**config.mk**
```make
export PLATFORM = sky130hd
export DESIGN_NAME = cpu_phase_sequencer
export DESIGN_NICKNAME = d
export VERILOG_FILES = /design/src/rtl/cpu_phase_sequencer.sv
export SDC_FILE = /design/constraint.sdc
export NUM_CORES = 1
export LEC_CHECK = 0
export CORE_ASPECT_RATIO = 0.9
export CORE_MARGIN = 1.5
export CORE_UTILIZATION = 23
export DETAILED_ROUTE_END_ITERATION = 10
export PLACE_DENSITY = 0.44
export SYNTH_ARGS = -nofsm -noshare
export SYNTH_HDL_FRONTEND = slang
export SYNTH_SLANG_ARGS = --single-unit
```
**constraint.sdc**
```tcl
create_clock -name fast_clk -period 2.2 [get_ports fast_clk]
set_clock_uncertainty 0.15 [all_clocks]
set_input_delay 0.55 -clock fast_clk [delete_from_list [all_inputs] [get_ports fast_clk]]
set_output_delay 0.55 -clock fast_clk [all_outputs]
set_load 0.01 [all_outputs]
```
**src/rtl/cpu_phase_sequencer.sv**
```systemverilog
`default_nettype none
// +--------------------------------------------------------------------------+
// | cpu_phase_sequencer: PC owner and multi-cycle instruction-phase FSM.     |
// | Revision: 1.0                                                            |
// +--------------------------------------------------------------------------+
module cpu_phase_sequencer #(
  parameter int unsigned FETCH_WAIT = 1,
  parameter int unsigned MEM_WAIT   = 2,
  parameter logic [31:0] RESET_PC   = 32'h0000_0000
) (
  input  logic        fast_clk,
  input  logic        rst,
  input  logic        run,
  input  logic        step,
  input  logic        halt_req,
  input  logic        dec_is_mem,
  input  logic        dec_mem_write,
  input  logic        dec_reg_write,
  input  logic        dec_halt,
  input  logic [31:0] next_pc,
  output logic [31:0] pc,
  output logic        instr_en,
  output logic        mem_we,
  output logic        regwr_en,
  output logic        carry_en,
  output logic [2:0]  state,
  output logic        busy,
  output logic        halted,
  output logic        misalign_err,
  output logic [31:0] retired
);

  typedef enum logic [2:0] {
    S_IDLE   = 3'd0,
    S_FETCH  = 3'd1,
    S_DECODE = 3'd2,
    S_EXEC   = 3'd3,
    S_MEM    = 3'd4,
    S_WB     = 3'd5,
    S_HALT   = 3'd6
  } phaseState_e;

  localparam logic [3:0] c_FETCH_WAIT = 4'(FETCH_WAIT);
  localparam logic [3:0] c_MEM_WAIT   = 4'(MEM_WAIT);

  phaseState_e r_state;
  logic [31:0] r_pc;
  logic [31:0] r_retired;
  logic [3:0]  r_waitCnt;
  logic        r_stepMode;
  logic        r_isMem;
  logic        r_memWrite;
  logic        r_regWrite;
  logic        r_misalignErr;
  logic        r_instrEn;
  logic        r_memWe;
  logic        r_regwrEn;
  logic        r_carryEn;

  // Enables are registered alongside the transition into the state they belong to.
  always_ff @(posedge fast_clk) begin
    if (!rst) begin
      r_state       <= S_IDLE;
      r_pc          <= RESET_PC;
      r_retired     <= 32'd0;
      r_waitCnt     <= 4'd0;
      r_stepMode    <= 1'b0;
      r_isMem       <= 1'b0;
      r_memWrite    <= 1'b0;
      r_regWrite    <= 1'b0;
      r_misalignErr <= 1'b0;
      r_instrEn     <= 1'b0;
      r_memWe       <= 1'b0;
      r_regwrEn     <= 1'b0;
      r_carryEn     <= 1'b0;
    end else begin
      r_instrEn <= 1'b0;
      r_memWe   <= 1'b0;
      r_regwrEn <= 1'b0;
      r_carryEn <= 1'b0;
      case (r_state)
        S_IDLE: begin
          if (!halt_req && (run || step)) begin
            r_state    <= S_FETCH;
            r_stepMode <= !run;
            r_waitCnt  <= 4'd0;
            r_instrEn  <= 1'b1;
          end
        end
        S_FETCH: begin
          if (r_waitCnt == c_FETCH_WAIT) begin
            r_state   <= S_DECODE;
            r_waitCnt <= 4'd0;
          end else begin
            r_waitCnt <= r_waitCnt + 4'd1;
            r_instrEn <= 1'b1;
          end
        end
        S_DECODE: begin
          r_isMem    <= dec_is_mem;
          r_memWrite <= dec_mem_write;
          r_regWrite <= dec_reg_write;
          r_state    <= dec_halt ? S_HALT : S_EXEC;
        end
        S_EXEC: begin
          r_waitCnt <= 4'd0;
          if (r_isMem) begin
            r_state <= S_MEM;
            r_memWe <= r_memWrite;
          end else begin
            r_state   <= S_WB;
            r_regwrEn <= r_regWrite;
            r_carryEn <= 1'b1;
          end
        end
        S_MEM: begin
          if (r_waitCnt == c_MEM_WAIT) begin
            r_state   <= S_WB;
            r_waitCnt <= 4'd0;
            r_regwrEn <= r_regWrite;
            r_carryEn <= 1'b1;
          end else begin
            r_waitCnt <= r_waitCnt + 4'd1;
          end
        end
        S_WB: begin
          if (next_pc[1:0] != 2'b00) begin
            r_misalignErr <= 1'b1;
            r_state       <= S_HALT;
          end else begin
            r_pc      <= next_pc;
            r_retired <= r_retired + 32'd1;
            if (halt_req || r_stepMode || !run) begin
              r_state    <= S_IDLE;
              r_stepMode <= 1'b0;
            end else begin
              r_state   <= S_FETCH;
              r_waitCnt <= 4'd0;
              r_instrEn <= 1'b1;
            end
          end
        end
        S_HALT: r_state <= S_HALT;
        default: r_state <= S_IDLE;
      endcase
    end
  end

  assign pc           = r_pc;
  assign retired      = r_retired;
  assign state        = r_state;
  assign instr_en     = r_instrEn;
  assign mem_we       = r_memWe;
  assign regwr_en     = r_regwrEn;
  assign carry_en     = r_carryEn;
  assign misalign_err = r_misalignErr;
  assign busy         = (r_state != S_IDLE) && (r_state != S_HALT);
  assign halted       = (r_state == S_HALT);

endmodule
`default_nettype wire

```
=== Word level (Yosys, flattened, before mapping) ===
Cells that the tools add are included.

* Add/subtract/negate cells: 2
* Equality and inequality tests: 15
* Multiplexer cells: 29
* Bitwise gates (word level): 1
* Reduce and logical (&&, ||, !) cells: 18

{| class="wikitable"
|+ Operator list
! kind !! count
|-
| 32-bit by 1-bit adder with 32-bit output (second input constant) || 1
|-
| 3-bit one-hot mux with 7 select lines || 1
|-
| 4-bit 2-to-1 mux || 5
|-
| 4-bit one-hot mux with 5 select lines || 1
|-
| 3-bit 2-to-1 mux || 5
|-
| 1-bit 2-to-1 mux || 13
|-
| 2-bit != test (second input constant) || 6
|-
| 3-bit equality test (second input constant) || 3
|-
| 4-bit AND reduction || 2
|-
| 3-bit by 2-bit equality test with 1-bit output (second input constant) || 2
|-
| 1-bit one-hot mux with 2 select lines || 3
|-
| 3-bit AND reduction || 2
|-
| 5-bit nonzero test || 1
|-
| 4-bit by 1-bit adder with 4-bit output (second input constant) || 1
|-
| 4-bit by 1-bit equality test with 1-bit output (second input constant) || 1
|-
| 4-bit by 2-bit equality test with 1-bit output (second input constant) || 1
|-
| 2-bit AND reduction || 2
|-
| 2-bit nonzero test || 2
|-
| 3-bit by 1-bit equality test with 1-bit output (second input constant) || 1
|-
| 3-bit zero test || 1
|-
| 1-bit logical OR || 3
|-
| 3-bit != test (second input constant) || 1
|-
| 1-bit one-hot mux with 3 select lines || 1
|-
| 3-bit nonzero test || 1
|-
| other kinds (3) || 5
|}

* Register bits: 80
* Input bits: 41
* Logic and storage cells: 78

=== Logic depth before layout (Yosys ltp) ===
* Depth in word-level cells: 5
* Mapped depth: 8

=== Worst setup path before layout ===
OpenSTA, ideal clock, no wires.

* Kind: input-to-reg
* Start: in next_pc[1]
* End: reg r_retired[31] (netlist: retired[31])
* Data arrival time: 1856 ps
* Required time: 1980 ps
* Path slack: 123 ps
* Cell stages on the path: 6
* Buffers on the path: 1
* Cell sequence: and4bb_1 and4bb_1 buf_6 nand4_4 or4_1 a21oi_1

* Word-level cells in the longest chain between the ends: 3

{| class="wikitable"
|+ RTL lines
! what !! RTL line !! RTL
|-
| start, declared || 20 || <nowiki>input logic [31:0] next_pc,</nowiki>
|-
| 2-bit nonzero test || 127 || <nowiki>if (next_pc[1:0] != 2'b00) begin</nowiki>
|-
| 1-bit NOT (no source line) || n/a ||
|-
| 2-bit AND reduction (no source line) || n/a ||
|-
| end signal, assigned || 132 || <nowiki>r_retired <= r_retired + 32'd1;</nowiki>
|-
| end, declared || 48 || <nowiki>logic [31:0] r_retired;</nowiki>
|}

No other way between the ends.
A chain may end at the register's enable or synchronous reset.

=== Final worst setup path ===
* Start: reg r_state[1] (netlist: state[1])
* End: out state[1]

{| class="wikitable"
|+ RTL lines
! what !! RTL line !! RTL
|-
| start, declared || 46 || <nowiki>phaseState_e r_state;</nowiki>
|-
| start signal, assigned || 103 || <nowiki>r_state <= dec_halt ? S_HALT : S_EXEC;</nowiki>
|-
| end, declared || 26 || <nowiki>output logic [2:0] state,</nowiki>
|}

No word-level cell between the ends.

==> run_results.csv <==
group,metric,value,unit
status,status,"completed",
die,coreArea,14600,um^2
logic_synthesis,ys_top_cells_by_area,"dfxtp_1, nand2_1, a21oi_1, nor2_1, xor2_1",
logic_synthesis,syn_inst,416,
die,dieArea,15600,um^2
clock_network,cts_buffer_depth,2,
place,hpwl,7070,um
setup_path,cp-startpoint,"state[1]$_SDFFE_PN0P_",
logic_synthesis,async_flop_share,0,
layout,seqCellArea,1600,um^2
setup_path,reg2reg_slack,240,ps
layout,fin_nets,594,
layout,fill_cells,1537,
grt,antenna_found_initial,0,
logic_synthesis,yosysSeqAreaShare,0.470,
clock_network,cts.clk_slew.worst_paths,60,ps
logic_synthesis,yosys_warnings,0,
grt,grt_pass1_vias,3158,
layout,multi_input_area,1690,um^2
clock_network,htreeDepth,3,
timing,period_minus_slack,2100,ps
timing,slew_headroom,0.605,
setup_path,crit_type,"flip-flop to primary output",
grt,grt_max_degree,53,
logic_synthesis,synthesis.area,3410,um^2
setup_path,rr_worst_depth,5,
logic_synthesis,synth_top_area_cell,"dfxtp_1",
place,placedCellCount,738,
logic_synthesis,ys_ff_latch,80,
setup_path,path_delay_family,"buffers and inverters",
setup_path,cp.arrival,1400,ps
clock_network,cts-buffers-inserted,9,
detailed_routing,postRouteAntennaNets,0,
detailed_routing,vias_per_cell,4.40,
die,row_count,42,
logic_synthesis,synth_top_family_by_area,"simple AND/OR/NAND/NOR gates",
timing,rsz0062_at_grt,"no",
logic_synthesis,synth_common_cells,"nand2_1, dfxtp_1, a21oi_1, nor2_1, o21ai_0",
logic_synthesis,syn_avg_cell_area,8.20,um^2
grt,grt_pass1_wl,15700,um
grt,grtUsageTotal,0.129,
die,pin_count,115,
detailed_routing,drt_iter0_markers,153,
timing,finalSetupTns,0,ps
timing,setup_viol_count_final,0,
setup_path,critPathBufInv,2,
logic_synthesis,synth_nets,458,
detailed_routing,route.final.wire_length,9980,um
detailed_routing,drt_pass1_iterations,4,
setup_path,worstPathMaxFanout,19,
setup_path,reg2reg_to,"retired[31]$_SDFFE_PN0P_",
worst_hold_path,min_from,"r_memWrite$_SDFFE_PN0N_",
timing,final.period_utilization,0.957,
setup_path,crit_chain,"buf_6 -> clkdlybuf4s50_1",
worst_hold_path,min_path_type,"flip-flop to flip-flop",
setup_path,required,1500,ps
setup_path,r2r-start,"retired[9]$_SDFFE_PN0P_",
die,die_y,119,um
place,gp_congestion,0.748,
grt,grt_overflow,0,
clock_network,root_buffer,"clkbuf_16",
place,io_buffer_count,114,
logic_synthesis,synthFlopType,"dfxtp_1",
logic_synthesis,synthXorXnorAreaFrac,0.0462,
power,power_leakage,1.90,nW
logic_synthesis,synth-compound-area-share,0.147,
detailed_routing,remaining_drc_errors,0,
worst_hold_path,whs_path_depth,2,
clock_network,holdBufCountCts,0,
job,maxCapViolCount,0,
detailed_routing,num_vias,3320,
timing,hold_violations,0,
timing,worst_pin_slew,584,ps
logic_synthesis,yosys.area.top_type_share,0.470,
die,die_x,131,um
power,ir_drop,0.343,mV
timing,final_max_slew_viol_count,0,
setup_path,cpPeakStageDelay,550,ps
layout,finalNonFillerCells,755,
setup_path,start_kind,"flip-flop",
clock_network,insertion_delay,340,ps
logic_synthesis,synth_cell_types,48,
detailed_routing,wl_per_cell,13.2,um
logic_synthesis,synthMuxAreaShare,0.00294,
worst_hold_path,holdPathEnd,"mem_we$_SDFF_PN0_",
clock_network,cts_tree,"done",
layout,drive_gt1_frac,0.110,
setup_path,crit_slowest_cell,"clkdlybuf4s50_1",
timing,fmax,475,MHz
logic_synthesis,synth.most_common_cell,"nand2_1",
clock_network,cts.sinks,80,
setup_path,critPathCaptureType,"primary output",
logic_synthesis,synth_fa_ha_area_frac,0.00367,
logic_synthesis,synth-simple-area-share,0.290,
layout,syn2layout_area_growth,56.0,%
logic_synthesis,synth-edff-count,0,
power,p_per_area,598,nW/um^2
layout,insertedDiodeCount,0,
die,initial_utilization,0.233,
## stage by stage
stage / setup slack, ps / power, mW / instance area (um^2) / util / hold WS [ps]
floorplan: 123 / 1.57 / 3410 / - / 268
global placement: -451 / 1.70 / 4990 / 0.341 / 288
detailed placement: -475 / 1.70 / 4990 / 0.341 / 285
CTS: 4.39 / 3.26 / 5290 / 0.362 / 292
global route: 25.4 / 3.33 / 5320 / 0.364 / 327
finish: 95.6 / 3.18 / 5320 / 0.364 / 290
## where the power goes
part / total (mW) / internal, mW / switching, mW / leakage [nW]
registers: 1.46 / 1.46 / 0.00713 / 0.645
logic: 0.200 / 0.116 / 0.0840 / 1.11
clock network: 1.52 / 0.938 / 0.580 / 0.150
total: 3.18 / 2.51 / 0.671 / 1.90
## cells in the final DEF (no fill, tap or decap), types with 4 or more instances in the layout
cell type          n
and3_1             8
nor2_1            37
nand3_1           19
or3_1             13
nand2_1           83
xnor2_1            5
buf_12             4
a21oi_1           51
o21ai_0           22
dfxtp_1           80
clkbuf_16          9
nand4_1            5
clkdlybuf4s50_1  110
nand2b_1           5
xor2_1            13
inv_1              6
buf_4             28
## per-layer routing
layer,routed length (um),global-route usage,vias up
met4,146,0.0396,0
met2,4530,0.208,79
met1,4630,0.156,1526
met3,677,0.0545,12
met5,0,0,-
li1,-,-,1703
## registers in the layout, indices dropped and copies added (netlist names), 3 cells and up
register,flops
retired,32
state,3
pc,32
r_waitCnt,4
## cells by family after synthesis
group	Yosys count
buffers and inverters	30
AOI/OAI and AO/OA	91
DFF	80
adders and majority gates	1
and+or+nand+nor	195
muxes	1
xor gates and xnor gates	18
## repair_timing
item / CTS / global route
gates cloned: 0 / 0
pin swaps: 0 / 3
buffers inserted: 0 / 1
endpoints found under the hold margin: 0 / 0
gates resized for setup: 4 / 6
endpoints found under the setup margin: 7 / 5
## final cells by class
type / count / share of cell area
multi-input combinational: 306 / 0.317
clock buffer: 13 / 0.0489
inverter: 7 / 0.00494
tap: 198 / 0.0466
sequential: 80 / 0.301
clock inverter: 3 / 0.00753
timing repair buffer: 148 / 0.274
## tightest hold or removal path, stage by stage (launching register included)
cell	delay (ps)
dfxtp_1	310
nand3_1	60
nor2_1	30
## worst max path at each step
| stage | endpoint | slack [ps] | cells past startpoint |
|---|---|---|---|
| after global placement | retired[31]$_SDFFE_PN0P_ | -450 | 6 |
| final | state[1] | 100 | 2 |
| after global routing | state[1] | 30 | 2 |
| after CTS | retired[25]$_SDFFE_PN0P_ | 4 | 7 |
| after detailed placement | retired[31]$_SDFFE_PN0P_ | -470 | 6 |
| after floorplan | retired[31]$_SDFFE_PN0P_ | 120 | 6 |
No activity file was read; power rests on OpenSTA's default activity.
